`src/rtl/gray_pkg.sv`:
```
// Shared definitions for the grayscale frame datapath: sequencer state
// encoding, converter rounding-mode codes and the ROM+converter latency.
package gray_pkg;

  typedef enum logic [1:0] {
    IDLE  = 2'd0,
    READ  = 2'd1,
    DRAIN = 2'd2,
    DONE  = 2'd3
  } state_t;

  localparam logic [1:0] MODE_UP   = 2'b00;
  localparam logic [1:0] MODE_DOWN = 2'b01;
  localparam logic [1:0] MODE_EVEN = 2'b10;

  // ROM registers the pixel, then the converter registers the gray value.
  localparam int unsigned PIPE_LAT = 2;

endpackage

```
`src/rtl/gray_pipe_track.sv`:
```
// Valid/address delay line that follows each ROM read through the
// ROM+converter pipeline so the write into the frame RAM lines up with
// the converter output. A synchronous flush drops all in-flight valids.
module gray_pipe_track #(
  parameter int unsigned ADDR_W = 14,
  parameter int unsigned DEPTH  = 2
) (
  input  logic              clk,
  input  logic              rst_n,
  input  logic              flush,
  input  logic              in_valid,
  input  logic [ADDR_W-1:0] in_addr,
  output logic              out_valid,
  output logic [ADDR_W-1:0] out_addr
);

  logic [DEPTH-1:0]  valid_q;
  logic [ADDR_W-1:0] addr_q [DEPTH];

  // Shift {valid, addr} one stage per cycle; flush clears every valid bit.
  always_ff @(posedge clk or negedge rst_n) begin
    if (!rst_n) begin
      valid_q <= '0;
      for (int unsigned i = 0; i < DEPTH; i++) begin
        addr_q[i] <= '0;
      end
    end else begin
      valid_q[0] <= in_valid & ~flush;
      addr_q[0]  <= in_addr;
      for (int unsigned i = 1; i < DEPTH; i++) begin
        valid_q[i] <= valid_q[i-1] & ~flush;
        addr_q[i]  <= addr_q[i-1];
      end
    end
  end

  assign out_valid = valid_q[DEPTH-1];
  assign out_addr  = addr_q[DEPTH-1];

endmodule

```
`src/rtl/gray_frame_ctrl.sv`:
```
// Frame sequencer for the ROM -> grayscale -> RAM datapath. Sweeps the
// pixel addresses, holds the rounding mode for the frame and issues
// pipeline-aligned RAM writes.
// Optional feature: define GRAY_CHECKSUM_EN to add the checksum output,
// a running sum of every gray value written to the frame RAM.
module gray_frame_ctrl
  import gray_pkg::*;
#(
  parameter int unsigned NUM_PIXELS = 16384,
  parameter int unsigned ADDR_W     = 14
) (
  input  logic                clk,
  input  logic                rst_n,
  input  logic                start,
  input  logic                abort,
  input  logic [1:0]          mode_in,
  input  logic [7:0]          gray_in,
  output logic                rom_en,
  output logic [ADDR_W-1:0]   rom_addr,
  output logic [1:0]          gray_mode,
  output logic                ram_we,
  output logic [ADDR_W-1:0]   ram_addr,
  output logic [7:0]          ram_wdata,
  output logic                busy,
  output logic                done
`ifdef GRAY_CHECKSUM_EN
  ,
  output logic [ADDR_W+7:0]   checksum
`endif
);

  localparam logic [ADDR_W-1:0] LAST_ADDR = ADDR_W'(NUM_PIXELS - 1);

  state_t            state_q, state_d;
  logic [ADDR_W-1:0] cnt_d;
  logic              drain_q, drain_d;
  logic [1:0]        mode_d;
  logic              rom_en_d, busy_d, done_d;
  logic              accept;

  assign accept = (state_q == IDLE) && start && !abort;

  // Next-state, counter and next-output decode; outputs are registered
  // from the next-state values so every control output comes off a flop.
  always_comb begin
    state_d = state_q;
    cnt_d   = rom_addr;
    drain_d = drain_q;
    mode_d  = gray_mode;
    unique case (state_q)
      IDLE: begin
        if (accept) begin
          state_d = READ;
          cnt_d   = '0;
          mode_d  = mode_in;
        end
      end
      READ: begin
        if (rom_addr == LAST_ADDR) begin
          state_d = DRAIN;
          drain_d = 1'b0;
        end else begin
          cnt_d = rom_addr + 1'b1;
        end
      end
      DRAIN: begin
        if (drain_q) state_d = DONE;
        else         drain_d = 1'b1;
      end
      DONE:    state_d = IDLE;
      default: state_d = IDLE;
    endcase
    if (abort && (state_q != IDLE)) begin
      state_d = IDLE;
      cnt_d   = rom_addr;
    end
    rom_en_d = (state_d == READ);
    busy_d   = (state_d == READ) || (state_d == DRAIN);
    done_d   = (state_d == DONE);
  end

  // State and registered control outputs.
  always_ff @(posedge clk or negedge rst_n) begin
    if (!rst_n) begin
      state_q   <= IDLE;
      drain_q   <= 1'b0;
      rom_addr  <= '0;
      gray_mode <= '0;
      rom_en    <= 1'b0;
      busy      <= 1'b0;
      done      <= 1'b0;
    end else begin
      state_q   <= state_d;
      drain_q   <= drain_d;
      rom_addr  <= cnt_d;
      gray_mode <= mode_d;
      rom_en    <= rom_en_d;
      busy      <= busy_d;
      done      <= done_d;
    end
  end

  gray_pipe_track #(
    .ADDR_W (ADDR_W),
    .DEPTH  (PIPE_LAT)
  ) u_pipe (
    .clk       (clk),
    .rst_n     (rst_n),
    .flush     (abort),
    .in_valid  (rom_en),
    .in_addr   (rom_addr),
    .out_valid (ram_we),
    .out_addr  (ram_addr)
  );

  assign ram_wdata = gray_in;

`ifdef GRAY_CHECKSUM_EN
  // Sum of written gray values; cleared on an accepted start, held otherwise.
  always_ff @(posedge clk or negedge rst_n) begin
    if (!rst_n) begin
      checksum <= '0;
    end else if (accept) begin
      checksum <= '0;
    end else if (ram_we) begin
      checksum <= checksum + (ADDR_W+8)'(ram_wdata);
    end
  end
`endif

endmodule

```
`config.mk`:
```
export PLATFORM = sky130hd
export DESIGN_NAME = gray_frame_ctrl
export DESIGN_NICKNAME = d
export VERILOG_FILES = /design/src/rtl/gray_pkg.sv /design/src/rtl/gray_pipe_track.sv /design/src/rtl/gray_frame_ctrl.sv
export SDC_FILE = /design/constraint.sdc
export NUM_CORES = 1
export LEC_CHECK = 0
export CORE_MARGIN = 4
export CORE_UTILIZATION = 48
export CTS_CLUSTER_SIZE = 14
export DETAILED_ROUTE_END_ITERATION = 8
export PLACE_DENSITY_LB_ADDON = 0.25
export RECOVER_POWER = 25
export REMOVE_ABC_BUFFERS = 1
export SYNTH_ARGS = -nofsm -noshare
export SYNTH_HDL_FRONTEND = slang
export SYNTH_HIERARCHICAL = 1
export SYNTH_SLANG_ARGS = --single-unit
```
`constraint.sdc`:
```
create_clock -name clk -period 2.5 [get_ports clk]
set_input_delay 0.5 -clock clk [delete_from_list [all_inputs] [get_ports clk]]
set_output_delay 0.5 -clock clk [all_outputs]
set_load 0.05 [all_outputs]
```
==> results.md <==
- Post-CTS setup buffers: 0
- Antenna diodes: 0
- CP cell instances: clkbuf_1 -> clkdlybuf4s50_1
- Core ar.: 4140 um^2
- Max-slew violation count: 0
- Total power: 1.87 mW
- Layout cell share with drive strength beyond 1: 10.2%
- Synthesized area per cell: 12.6 um^2
- # H-tree levels: 2
- DIE AREA: 5580 um^2
- Total grt overflow: 0
- Register Area: 1300 um^2
- Worst-path maximum fanout: 8
- Worst VDD drop: 0.527 mV
- Layout Area Growth over Synthesis: 18.3%
- CP required: 2.00 ns
- DR WL/cell: 15.9 um
- Asr flop ratio synth: 100%
- Largest net degree at the start of global routing: 31
- Synth unique cells: 43
- Die X: 74.7 um
- Synthesized instance count: 170
- CTS tree: done
- Crit path max-delay family: buffers and inverters
- Fin Setup TNS: 0 ns
- Worst Hold End: u_pipe/out_addr[1]
- Final period utilization: 92.2%
- Vias in the first global route: 1346
- Yosys warns: 6
- Global-route wire length before repair: 6.52 mm
- Crit path buf inv count: 2
- Pwr Density: 739 nW/um^2
- WHS Path Cells: 0
- Initial antenna violation count: 0
- Avg Vias per Cell: 5.62
- Antenna-violating nets left: 0
- Critical Path AT: 1.81 ns
- R2R Setup Slk: 0.52 ns
- Post-Route WL: 3.90 mm
- Final net count: 212
- Placer Congestion: 0.879
- Port Buffers: 39
- Drt drc: 0
- Vias: 1382
- Filler cell count: 337
- Placed Area: 2430 um^2
- Crit. End Element: output port
- Final Core Density: 61.0%
- Setup violations, final: 0
- Insertion delay to the later sink of the worst-skew pair: 0.31 ns
- Setup crit start kind: register
- Skew final: 0.00315 ns
- CTS buffer count: 5
- Max stage delay on crit path: 0.87 ns
- Hold Violations, Final: 0
- RSZ-0062 raised after global routing: no
- CTS Buffer Depth: 2
- Overall Global Routing Usage: 15.6%
- Design area: 2530 um^2
- Synth Flop Type: dfrtp_1
- Core Rows: 23
- Die height: 74.7 um
- DR iter-0 viols: 81
- Hold-fix buffers, CTS: 0
- RR Endpoint: rom_addr[12]
- Worst Hold Class: register to register
- Yosys reg bits: 52
- Synthesized area: 2140 um^2
- Worst r2r src: rom_addr[0]
- TritonCTS Sinks: 52
- Max Cap Viol: 0
- Initial core utilization: 51.5%
- Status: completed
- Hpwl dp: 2.85 mm
- CP max-delay cell: clkdlybuf4s50_1
- Root buf cell: clkbuf_8
- Resized cells post-CTS: 0
- EDFF count, synth: 0
- Crit Path Category: register to output port
- Max_slew headroom: 1.29%
- DRT Pass-1 Iters: 4
- Worst Max-Slew Pin Slew: 1.48 ns
- Min-delay src: u_pipe/addr_q[15]
- Clk slew on worst S/H paths: 0.09 ns
- Fin crit period: 2.31 ns
- Static leakage: 1.16 nW
- Multi-input combinational cell area: 619 um^2
- Seq/Total Area, Yosys: 60.9%
- Max frequency: 434 MHz
- I/O pin count: 56
- R2r worst-path depth: 5
- Stages on the worst setup path: 2
per-stage QoR:
| stage | setup WS, ns | std cells | hold WS (ns) |
|---|---|---|---|
| floorplan | 0.0805 | 143 | 0.204 |
| global placement | 0.269 | 238 | 0.332 |
| detailed placement | 0.203 | 238 | 0.335 |
| CTS | 0.284 | 246 | 0.225 |
| global route | 0.136 | 246 | 0.359 |
| finish | 0.194 | 246 | 0.353 |
cell usage after synthesis (2+ instances only):
cell / number / area share, %
dfrtp_1: 52 / 61
and4_1: 3 / 1.2
and3_1: 2 / 0.59
a22oi_1: 2 / 0.70
and2_1: 2 / 0.59
nand2_1: 10 / 1.8
o21ai_0: 4 / 0.94
nor2_1: 3 / 0.53
a211o_1: 2 / 0.82
nand3_1: 8 / 1.9
a21oi_1: 4 / 0.94
buf_4: 24 / 8.4
or4_1: 2 / 0.70
o211ai_1: 2 / 0.70
o31ai_1: 2 / 0.70
mux2_2: 2 / 1.1
nor2b_1: 4 / 1.2
a31oi_1: 4 / 1.2
inv_1: 4 / 0.70
a41oi_1: 3 / 1.2
mux2i_1: 2 / 0.94
ha_1: 3 / 1.8
nand4_2: 3 / 1.8
nor3_1: 4 / 0.94
cells by family (layout without fill, tap and decap cells):
| kind of cell | after synthesis | in the layout | synth area share, % |
|---|---|---|---|
| mux | 4 | 4 | 1.99 |
| compound gates | 30 | 30 | 10.6 |
| flops | 52 | 52 | 60.9 |
| simple gates | 50 | 50 | 14.6 |
| fa+ha+maj | 3 | 3 | 1.76 |
| buf+inv | 31 | 57 | 10.1 |
layer usage:
layer	track usage, %	vias up	part of all wire, %
li1	-	641	-
met1	20.1	675	42
met2	24.4	59	49
met3	5.87	7	7.7
met4	5.34	0	1.7
met5	0	-	0
state kept, by name, summed over array words and instances, names as in the netlist:
register and flops:
rom_en 1, drain_q 1, gray_mode 2, rom_addr 14, busy 1, u_pipe/valid_q 2
u_pipe/out_addr 14, done 1, u_pipe/addr_q 14, state_q 2
layout by cell type (no fill, tap or decap), types with 4 or more instances in the layout:
master | netlist | routed
clkdlybuf4s50_1 | 0 | 38
clkbuf_1 | 1 | 4
nor3_1 | 4 | 4
clkbuf_8 | 0 | 5
nand2_1 | 10 | 10
buf_4 | 24 | 4
nand3_1 | 8 | 8
a31oi_1 | 4 | 4
dfrtp_1 | 52 | 52
o21ai_0 | 4 | 4
a21oi_1 | 4 | 4
inv_1 | 4 | 4
nor2b_1 | 4 | 4
power by group:
group / leakage, nW / total [mW] / internal (mW) / switching (mW)
combinational: 0.397 / 0.367 / 0.117 / 0.250
clock: 0.0552 / 0.558 / 0.297 / 0.261
sequential: 0.708 / 0.944 / 0.902 / 0.0417
total: 1.16 / 1.87 / 1.32 / 0.552
layout make-up:
cell class / instances / share of cell area, %
clock buffers: 6 / 2.87
clock inverters: 2 / 1.39
inverters: 4 / 0.594
multi-input cells: 87 / 24.5
flip-flops and latches: 52 / 51.5
well taps: 50 / 2.48
repair buffers: 45 / 16.7
how the worst max path moves through the flow:
stage,from,end,slack (ns)
after floorplan,rom_addr[0],rom_addr[13],0.08
after global placement,abort,rom_addr[13],0.27
after detailed placement,abort,rom_addr[13],0.20
after CTS,rom_addr[2],rom_addr[2],0.28
after global routing,rom_addr[0],rom_addr[0],0.14
final,rom_addr[0],rom_addr[0],0.19
No activity file was read; power rests on OpenSTA's default activity.
==> variant: new RTL, same settings <==
Change the package constant `PIPE_LAT` from 2 to 4.
--- a/src/rtl/gray_pkg.sv
+++ b/src/rtl/gray_pkg.sv
@@ -15,5 +15,5 @@
 
   // ROM registers the pixel, then the converter registers the gray value.
-  localparam int unsigned PIPE_LAT = 2;
+  localparam int unsigned PIPE_LAT = 4;
 
 endpackage
Behaviour: not the same (a bounded check fails within 4 cycles, from zero or initial values and one cycle with rst_n low).
==> variant against the original RTL <==
- combinational power is 2% higher
- critical endpoint is now rom_addr[2]
- synthesized cell count is 19% higher
- die area is 32% higher
- wire length is 20% higher
- design area is 35% higher
- power is 43% higher
- sequential cell count is 30 higher
- via count is 18% higher
- setup slack better by 45 ps
- critical path type unchanged
- largest cell class unchanged
- core utilization is 3.1 points lower
- synthesized area is 36% higher
- critical path depth is 1 lower
==> variant: results (changes against the original RTL) <==
Global routing
  • Vias in the first global route: 1635 (+21%)
  • Total GRT Usage: 14.82% (-0.78 points)
  • Largest net degree at the start of global routing: 56 (+81%)
  • Global-route wire length before repair: 8052 µm (+23%)

Critical path
  • R2R Setup Slk: 450 ps (-70 ps)
  • Critical path startpoint: rom_addr[2]
  • Crit-path slowest cell: clkdlybuf4s50_1
  • Reg2reg start: rom_addr[1]
  • Crit path to: rom_addr[2]
  • Worst-path fanout max: 11 (+3)
  • Critical path arrival: 1760 ps (-50 ps)

Placement
  • Placed Area: 3233 µm² (+33%)
  • Post-DP HPWL: 3125 µm (+9.7%)
  • GPL Wtd Cong: 0.8370 (-4.8%)
  • Post-place setup slack: 309.1 ps (+106.0 ps)

Detailed routing
  • Vias per cell: 5.224 (-7.0%)
  • Wl on met1: 2000 µm (+23%)
  • First-pass DRT Iterations: 4 (unchanged)
  • Metal3 WL: 282 µm (-6.3%)
  • Met2 routed WL: 2260 µm (+19%)
  • Starting DRT DRC Count: 29 (-64%)
  • WL per Instance: 15.01 µm (-5.3%)

CTS
  • Worst-path clk slew: 70 ps (-20 ps)
  • Worst-Skew Late Latency: 340 ps (+30 ps)
  • CTS HTree Levels: 3 (+1)
  • CTS Buffer Depth: 2 (unchanged)
  • CTS buffer count: 9 (+4)
  • Clock Tree Root: clkbuf_8
  • Cts repair resizes: 0 (unchanged)

Worst hold path
  • Min-Delay Path Class: input pin to async pin

Timing
  • Max transition margin: 55.54% (+54 points)
  • Fmax: 442.4 MHz (+2.0%)
  • Clock Skews: 3.764 ps (+0.6132 ps)

Final layout
  • Ant diodes: 0 (unchanged)
  • Layout cells sized above 1: 13.08% (+2.9 points)
  • Layout Nets: 249 (+17%)

Status
  • Status: complete, no violations

Synth
  • Post-synth top flop: dfrtp_1
  • Synth top area cells: dfrtp_1, buf_4, nand3_1
  • Synth top cells by count: dfrtp_1, buf_4, nand2_1, nand3_1, nor2b_1
  • Sequential-to-total area share from yosys stat: 70.78% (+9.9 points)

Power and ir drop
  • IR drop worst, VDD: 0.0004389 V (-17%)
  • Lkg Pwr: 1.629 nW (+40%)
  • Int Pwr: 1.937 mW (+47%)
variant: power by group through the flow:
stage | clock network, mW | registers [mW] | logic (mW)
2_1_floorplan | 0 | 1.66 | 0.0546
3_3_place_gp | 0 | 1.50 | 0.378
3_5_place_dp | 0 | 1.51 | 0.381
4_1_cts | 0.859 | 1.48 | 0.381
5_1_grt | 0.925 | 1.49 | 0.398
6_report | 0.825 | 1.48 | 0.376
variant: final cells by class:
cell class              instances  area (µm²)
inverters                       4       15.01
flip-flops and latches         82        2052
clock buffers                  12       145.1
fillers                       485        2480
clock inverters                 4       27.53
multi-input cells              89       631.9
repair buffers                 46       440.4
well taps                      75       93.84
variant: worst min-delay path by stage:
stage	startpoint	end	slack (ps)	cells past startpoint
2_1_floorplan	rst_n	busy	200	0
3_3_place_gp	u_pipe/addr_q[30]	u_pipe/addr_q[16]	330	0
3_5_place_dp	u_pipe/addr_q[32]	u_pipe/addr_q[18]	330	0
4_1_cts	rst_n	u_pipe/out_addr[2]	210	1
5_1_grt	rst_n	u_pipe/addr_q[18]	240	1
6_report	rst_n	u_pipe/out_addr[1]	190	1
variant: cell families after synthesis:
family                     Yosys count  share of synthesized area, %
AOI/OAI and AO/OA                   30                         7.812
and+or+nand+nor                     52                         11.22
adders and majority gates            3                         1.295
buffers and inverters               31                         7.423
DFF                                 82                         70.78
muxes                                4                         1.467
variant: metrics by stage:
step / utilization [%] / instances / hold WS, ps
final: 57.87 / 312 / 187.1
after floorplan: - / 175 / 204.4
after detailed placement: 54.93 / 296 / 334.7
after global routing: 57.87 / 312 / 236.4
after global placement: 54.93 / 296 / 331.2
after CTS: 57.87 / 312 / 207.9
variant: layer usage:
| layer | global-route usage [%] | up-vias |
|---|---|---|
| met4 | 10.07 | 0 |
| met2 | 22.18 | 54 |
| li1 | - | 752 |
| met3 | 4.995 | 12 |
| met1 | 18.22 | 812 |
| met5 | 0 | - |
